### src/rtl/paint_scanner.sv
// Frame scan driver: emits paint_x/paint_y, realigns paint_color, and streams pixels out of a small FIFO.
// Latency: a frame_start sampled at edge k presents (0,0) in cycle k+1; pix_valid rises in cycle k+2+LATENCY.
// Backpressure: painters cannot stall, so coordinates are only issued while a FIFO slot is reserved for the result.
module paint_scanner #(
  parameter int PAINT_W    = 480,
  parameter int PAINT_H    = 800,
  parameter int LATENCY    = 5,
  parameter int FIFO_DEPTH = 8
) (
  input  logic               clk,
  input  logic               rstn,
  input  logic               frame_start,
  output logic               busy,
  output logic               frame_done,
  output logic signed [15:0] paint_x,
  output logic signed [15:0] paint_y,
  input  logic        [15:0] paint_color,
  output logic        [15:0] pix_data,
  output logic               pix_valid,
  input  logic               pix_ready,
  output logic               pix_last
);

  localparam int AW   = $clog2(FIFO_DEPTH);
  localparam int CNTW = AW + 1;
  localparam int CW   = AW + 2;
  localparam int IW   = $clog2(LATENCY + 1);

  typedef enum logic [1:0] {IDLE, RUN, DRAIN} state_t;

  state_t state_q, state_d;

  // Coordinate counters (unsigned internally)
  logic [15:0] x_q, y_q;

  // Tag pipeline that tracks which painter results belong to issued coordinates
  logic [LATENCY-1:0] tag_vld;
  logic [LATENCY-1:0] tag_last;

  // Tags still in stages 0..LATENCY-2; the tag in the final stage is counted as push_pending
  logic [IW-1:0] in_flight;

  // Color FIFO
  logic [15:0]           mem_dat [FIFO_DEPTH];
  logic [FIFO_DEPTH-1:0] mem_last;
  logic [AW-1:0]         wr_ptr, rd_ptr;
  logic [CNTW-1:0]       fifo_count;

  logic          at_last;
  logic          issue;
  logic          push;
  logic          pop;
  logic          push_pending;
  logic          go_idle;
  logic [CW-1:0] credit_used;

  assign paint_x   = $signed(x_q);
  assign paint_y   = $signed(y_q);
  assign busy      = (state_q != IDLE);
  assign pix_valid = (fifo_count != '0);
  assign pix_data  = mem_dat[rd_ptr];
  assign pix_last  = pix_valid && mem_last[rd_ptr];

  // Issue/credit decision and FIFO handshake strobes
  always_comb begin
    at_last      = (x_q == 16'(PAINT_W - 1)) && (y_q == 16'(PAINT_H - 1));
    push_pending = tag_vld[LATENCY-1];
    credit_used  = CW'(in_flight) + CW'(fifo_count) + CW'(push_pending);
    issue        = (state_q == RUN) && (credit_used < CW'(FIFO_DEPTH));
    push         = tag_vld[LATENCY-1];
    pop          = pix_valid && pix_ready;
    go_idle      = (state_q == DRAIN) && pop && pix_last;
  end

  // Next-state logic
  always_comb begin
    state_d = state_q;
    case (state_q)
      IDLE:    if (frame_start) state_d = RUN;
      RUN:     if (issue && at_last) state_d = DRAIN;
      DRAIN:   if (go_idle) state_d = IDLE;
      default: state_d = IDLE;
    endcase
  end

  // State register and end-of-frame pulse
  always_ff @(posedge clk) begin
    if (!rstn) begin
      state_q    <= IDLE;
      frame_done <= 1'b0;
    end else begin
      state_q    <= state_d;
      frame_done <= go_idle;
    end
  end

  // Raster counters: advance on issue, hold on the final pixel, rewind when the frame completes
  always_ff @(posedge clk) begin
    if (!rstn || go_idle) begin
      x_q <= '0;
      y_q <= '0;
    end else if (issue && !at_last) begin
      if (x_q == 16'(PAINT_W - 1)) begin
        x_q <= '0;
        y_q <= y_q + 16'd1;
      end else begin
        x_q <= x_q + 16'd1;
      end
    end
  end

  // Tag shift register and in-flight counter; non-issue cycles shift in a zero tag
  always_ff @(posedge clk) begin
    if (!rstn) begin
      tag_vld   <= '0;
      tag_last  <= '0;
      in_flight <= '0;
    end else begin
      tag_vld[0]  <= issue;
      tag_last[0] <= issue && at_last;
      for (int i = 1; i < LATENCY; i++) begin
        tag_vld[i]  <= tag_vld[i-1];
        tag_last[i] <= tag_last[i-1];
      end
      in_flight <= in_flight + IW'(issue) - IW'(tag_vld[LATENCY-2]);
    end
  end

  // FIFO storage and pointers; credits guarantee a free slot whenever push is high
  always_ff @(posedge clk) begin
    if (!rstn) begin
      for (int i = 0; i < FIFO_DEPTH; i++) mem_dat[i] <= '0;
      mem_last   <= '0;
      wr_ptr     <= '0;
      rd_ptr     <= '0;
      fifo_count <= '0;
    end else begin
      if (push) begin
        mem_dat[wr_ptr]  <= paint_color;
        mem_last[wr_ptr] <= tag_last[LATENCY-1];
        wr_ptr           <= wr_ptr + AW'(1);
      end
      if (pop) rd_ptr <= rd_ptr + AW'(1);
      fifo_count <= fifo_count + CNTW'(push) - CNTW'(pop);
    end
  end

endmodule

### config.mk
export PLATFORM = sky130hd
export DESIGN_NAME = paint_scanner
export DESIGN_NICKNAME = d
export VERILOG_FILES = /design/src/rtl/paint_scanner.sv
export SDC_FILE = /design/constraint.sdc
export NUM_CORES = 1
export LEC_CHECK = 0
export BUFFER_PORTS_ARGS = -buffer_cell sky130_fd_sc_hd__buf_2
export CORE_MARGIN = 2
export CORE_UTILIZATION = 49
export DETAILED_ROUTE_END_ITERATION = 12
export GPL_ROUTABILITY_DRIVEN = 0
export PLACE_DENSITY_LB_ADDON = 0.1
export SLEW_MARGIN = 20
export SYNTH_ARGS = -nofsm -noshare
export SYNTH_HDL_FRONTEND = slang
export SYNTH_SLANG_ARGS = --single-unit
### constraint.sdc
create_clock -name clk -period 3.04 [get_ports clk]
set_input_delay 0.608 -clock clk [delete_from_list [all_inputs] [get_ports clk]]
set_output_delay 0.608 -clock clk [all_outputs]
set_load 0.01 [all_outputs]
# Yosys cells after proc, flatten, opt, wreduce, memory -nomap -nowiden
# Memories as Yosys holds them, arrays and structs flattened. A register that Yosys moved wholly into a read port is not among the register bits.
# Index checks and enable logic that the tools add are counted.
totals:
  register_bits: 66
  romBits: 0
  output_inout_bits: 52
  latch_bits: 0
  ramBits: 128
  memories: 1
  elab_cells: 70
op_classes:
  shifts: 0
  div: 0
  n_mul: 0
  mux: 19
  n_addsub: 10
  n_eq_ne: 7
  n_lt_le_gt_ge: 4
  bitwise_logic: 0
  reduce_logical: 18
mem_list:
  columns: ["memory", "depth", "width", "rd", "rd_clocked_by_memory_dff", "wr", "line_no", "text"]
  rows:
  - ["mem_dat", 8, 16, 1, 1, 8, "44", "logic [15:0] mem_dat [FIFO_DEPTH];"]
op_table:
  columns: ["op", "n"]
  rows:
  - ["$add A16 B1 Y16 const B", 2]
  - ["$mux W16", 2]
  - ["$eq A16 B10 Y1 const B", 1]
  - ["$eq A16 B9 Y1 const B", 1]
  - ["$reduce_or A16 Y1", 1]
  - ["$logic_and A1 B1 Y1", 9]
  - ["$mux W3", 3]
  - ["$bwmux W8", 1]
  - ["$lt A3 B4 Y1 const B", 2]
  - ["$mux W1", 7]
  - ["$add A3 B1 Y3 const B", 2]
  - ["$mux W2", 3]
  - ["$pmux W2 S3", 1]
  - ["$add A3 B4 Y5", 1]
  - ["$add A5 B1 Y5", 1]
  - ["$lt A5 B4 Y1 const B", 1]
  - ["$add A4 B1 Y4", 1]
  - ["$ne A2 B2 Y1 const B", 2]
  - ["$reduce_bool A4 Y1", 1]
  - ["$sub A4 B1 Y4", 1]
  - ["$add A3 B1 Y3", 1]
  - ["$bmux W1 S3", 1]
  - ["$demux W1 S3", 1]
  - ["$ge A3 B1 Y1 const B", 1]
  - ["other kinds (10)", 11]

# Logic depth before layout (Yosys ltp)
logic_depth:
  word_depth: 7
  mapped_depth: 12
  depth_no_buf: 12

# Worst setup path before layout
# OpenSTA, ideal clock, no wires.
synth_timing:
  kind: "register to register"
  from: "register in_flight[2]"
  to: "register in_flight[2]"
  stages_incl_launch_ff: 13
  arrival_ps: 2440
  setup_time_ps: 128
  n_path_buf: 1
  path_slack_ps: 472
  path_cell_list: "dfxtp_1 ha_1 nor4b_1 o211a_1 clkbuf_1 inv_1 ha_1 inv_1 ha_1 inv_1 fa_1 xnor2_1 nor2_1"
synth_via:
  elab_chain_len: 6
synth_lines:
  columns: ["element", "line_no", "text"]
  rows:
  - ["start, declared", "41", "logic [IW-1:0] in_flight;"]
  - ["start signal, assigned", "125", "in_flight <= in_flight + IW'(issue) - IW'(tag_vld[LATENCY-2]);"]
  - ["$add A3 B4 Y5", "68", "credit_used = CW'(in_flight) + CW'(fifo_count) + CW'(push_pending);"]
  - ["$add A5 B1 Y5", "68", null]
  - ["$lt A5 B4 Y1", "69", "issue = (state_q == RUN) && (credit_used < CW'(FIFO_DEPTH));"]
  - ["$logic_and A1 B1 Y1", "69", null]
  - ["$add A3 B1 Y3 (*)", "125", null]
  - ["$sub A3 B1 Y3 (*)", "125", null]
# Mark *: on every way between the ends. The rest lies on a longest branch, timed or not.
# A chain may end at the register's enable or synchronous reset.

==> flow_metrics.tcl <==
set metrics [dict create \
    outcome "completed" \
    first_global_vias 5819 \
    postSynthCellCount 693 \
    cts_tree "built" \
    slew_headroom_pct 51.22 \
    p_leak_nw 3.911 \
    io_buffers 71 \
    syn_area_mm2 0.008820 \
    ys_types 48 \
    path_class "reg2out" \
    holdPathEnd "tag_last[2]$_SDFF_PN0_" \
    grt_overflow 0 \
    synth_area_leaders "edfxtp_1 44%, dfxtp_1 16%, and2_1 9.9%, mux4_2 8.2%, mux2_2 2.2%" \
    final_area_mm2 0.01025 \
    htreeDepth 4 \
    ioPinCount 72 \
    dr.pass1.iters 4 \
    grt_usage_pct 21.57 \
    timing.fmax_mhz 361.5 \
    synth-seq-cells 197 \
    num_vias 5738 \
    finalSetupViolations 0 \
    cts_buffers 17 \
    period_minus_slack_ns 2.766 \
    worst_slew_pin_slew_ns 0.7310 \
    required_ns 2.43 \
    cts-root-buf "clkbuf_16" \
    r2r_setup_slack_ns 0.46 \
    cts.clk_slew.worst_paths_ns 0.07 \
    area_delta_synth_final_pct 16.19 \
    ctsLongestPathBuffers 2 \
    die_h_um 138.2 \
    synth-seq-area-share_pct 59.24 \
    tns_ns 0 \
    ctsHoldBuffers 0 \
    drive_above_1_share_pct 24.31 \
    detail_route.wl_per_cell_um 19.41 \
    drc 0 \
    ys.flop_type "edfxtp_1" \
    avgSynthCellArea_um2 12.73 \
    core_region_area_mm2 0.01784 \
    worst_r2r_path_depth 5 \
    rows 49 \
    async_reset_ff_share_pct 0 \
    synth_edf_count 128 \
    grt_max_degree 33 \
    fin_cells 1027 \
    dpl.hpwl_mm 13.28 \
    skew_ns 0.008334 \
    whs_ns 0.4340 \
    postCtsSetupBuffers 0 \
    ant_nets 0 \
    drv_slew 0 \
    die_area_mm2 0.01909 \
    syn_nets 729 \
    worst_hold_path_type "reg2reg" \
    critPathLaunchType "flip-flop" \
    synth.largest_area_cell "edfxtp_1" \
    end_kind "output port" \
    wl_mm 19.94 \
    placedCellCount 995 \
    power.density_mw_per_mm2 631.6 \
    cts_num_sinks 197 \
    hold_viol_final 0 \
    critPathMaxFanout 14 \
    worstHoldPathCells 1 \
    grt_pass1_wl_mm 31.87 \
    yosysWarnings 0 \
    peakVddDrop_mv 0.3973 \
    antenna_found_initial 0 \
    die_w_um 138.2 \
    clk_latency_ns 0.43 \
    n_antenna_cell 0 \
    start_util_pct 49.44 \
    r2r_end "paint_x[14]$_SDFFE_PP0P_" \
    routed_via_density 5.587 \
    post-route-period-util_pct 90.98 \
    crit_arrival_ns 2.16 \
    rsz0062_at_grt "false" \
    yosys-top-cells-count "140 x and2_1, 128 x edfxtp_1, 69 x dfxtp_1" \
    synth.top_cell.area_share_pct 43.58 \
    final_nets 821 \
    cts-resized-gates 0 \
    timing.rr.start "paint_x[11]$_SDFFE_PP0P_" \
    synth.most_common_cell "and2_1" \
    drt_iter0_markers 330 \
    drv_cap 0 \
    placed_area_mm2 0.009674 \
    hold_start "tag_last[1]$_SDFF_PN0_" \
]
## placed cells by master (no fill, tap or decap), types with 2 or more instances in the layout
cell | Yosys | layout
nand2b_1 | 6 | 6
mux4_2 | 32 | 32
or2_2 | 3 | 3
inv_1 | 24 | 24
nor2b_1 | 2 | 2
nand3_1 | 9 | 9
clkinv_1 | 0 | 4
bufinv_16 | 0 | 3
or4_1 | 5 | 5
o21ai_2 | 0 | 6
and2_1 | 140 | 140
xor2_1 | 10 | 10
buf_2 | 0 | 71
clkbuf_1 | 25 | 3
and4_1 | 5 | 5
mux2i_1 | 5 | 5
edfxtp_1 | 128 | 128
dfxtp_1 | 69 | 68
clkbuf_16 | 0 | 17
buf_4 | 0 | 30
xnor2_1 | 8 | 8
ha_1 | 14 | 14
o21ai_0 | 30 | 24
nand2_1 | 29 | 29
o2111ai_1 | 2 | 2
fa_1 | 2 | 2
o31ai_1 | 5 | 3
and3_1 | 6 | 6
nor4_1 | 3 | 3
a21oi_1 | 24 | 24
or3_1 | 15 | 15
nor2_1 | 36 | 36
buf_12 | 0 | 3
o31ai_4 | 0 | 2
clkinv_2 | 0 | 2
mux2_2 | 17 | 17
nand4_1 | 12 | 12
nor3_1 | 4 | 4
## power by group
group	internal (W)	switching [W]	total, W
Combinational	0.000627	0.000562	0.00119
Clock	0.00128	0.000939	0.00222
Sequential	0.00296	0.000105	0.00306
## how the worst max path moves through the flow
stage | end | cells past startpoint
finish | pix_data[15] | 4
detailed placement | paint_x[14]$_SDFFE_PP0P_ | 5
global route | pix_data[15] | 4
global placement | paint_x[12]$_SDFFE_PP0P_ | 5
CTS | pix_data[15] | 4
floorplan | in_flight[2]$_SDFF_PN0_ | 12
## flip-flops by register name, indices dropped and copies added, names as in the netlist, 4 cells and up, named ones only
signal,flops
fifo_count,4
mem_last,8
tag_last,5
tag_vld,5
paint_y,16
mem_dat,128
paint_x,16
## logic make-up (layout without fill, tap and decap cells)
| logic type | after synthesis | count (layout) | share of synthesized area (%) |
|---|---|---|---|
| AOI/OAI and AO/OA | 69 | 69 | 4.426 |
| DFF | 197 | 197 | 59.24 |
| adders and majority gates | 16 | 16 | 2.440 |
| muxes | 54 | 54 | 10.91 |
| buffers and inverters | 55 | 160 | 2.426 |
| and+or+nand+nor | 284 | 284 | 18.77 |
| xor gates and xnor gates | 18 | 18 | 1.787 |
## worst max-delay path, cell delays in order, from the launching register on
cell and delay (ns):
dfxtp_2 0.54, buf_12 0.23, mux4_2 0.52, mux2_2 0.28
buf_2 0.14
## layer usage
layer / GRT usage (%) / wire length [um] / up-vias
li1: - / - / 2693
met5: 0 / 0 / -
met4: 8.056 / 342 / 0
met3: 4.053 / 725 / 24
met2: 34.18 / 9571 / 126
met1: 29.94 / 9298 / 2895
## per-stage QoR
step	setup slack, ns	utilization [%]	total power, W
2_1_floorplan	0.4723	-	0.003932
3_3_place_gp	0.6027	54.23	0.004314
3_5_place_dp	0.5217	54.23	0.004332
4_1_cts	0.2182	57.44	0.006547
5_1_grt	0.1685	57.44	0.006751
6_report	0.2741	57.44	0.006472
## final cells by class
type                       count  area (um2)
timing repair buffer         104       640.6
inverter                      24       90.09
sequential                   197        5226
clock buffer                  20       436.7
tap                          229       286.5
multi-input combinational    441        3431
clock inverter                12       136.4
fill                        1438        7594
Note: power is estimated with default switching activity, not from simulation.
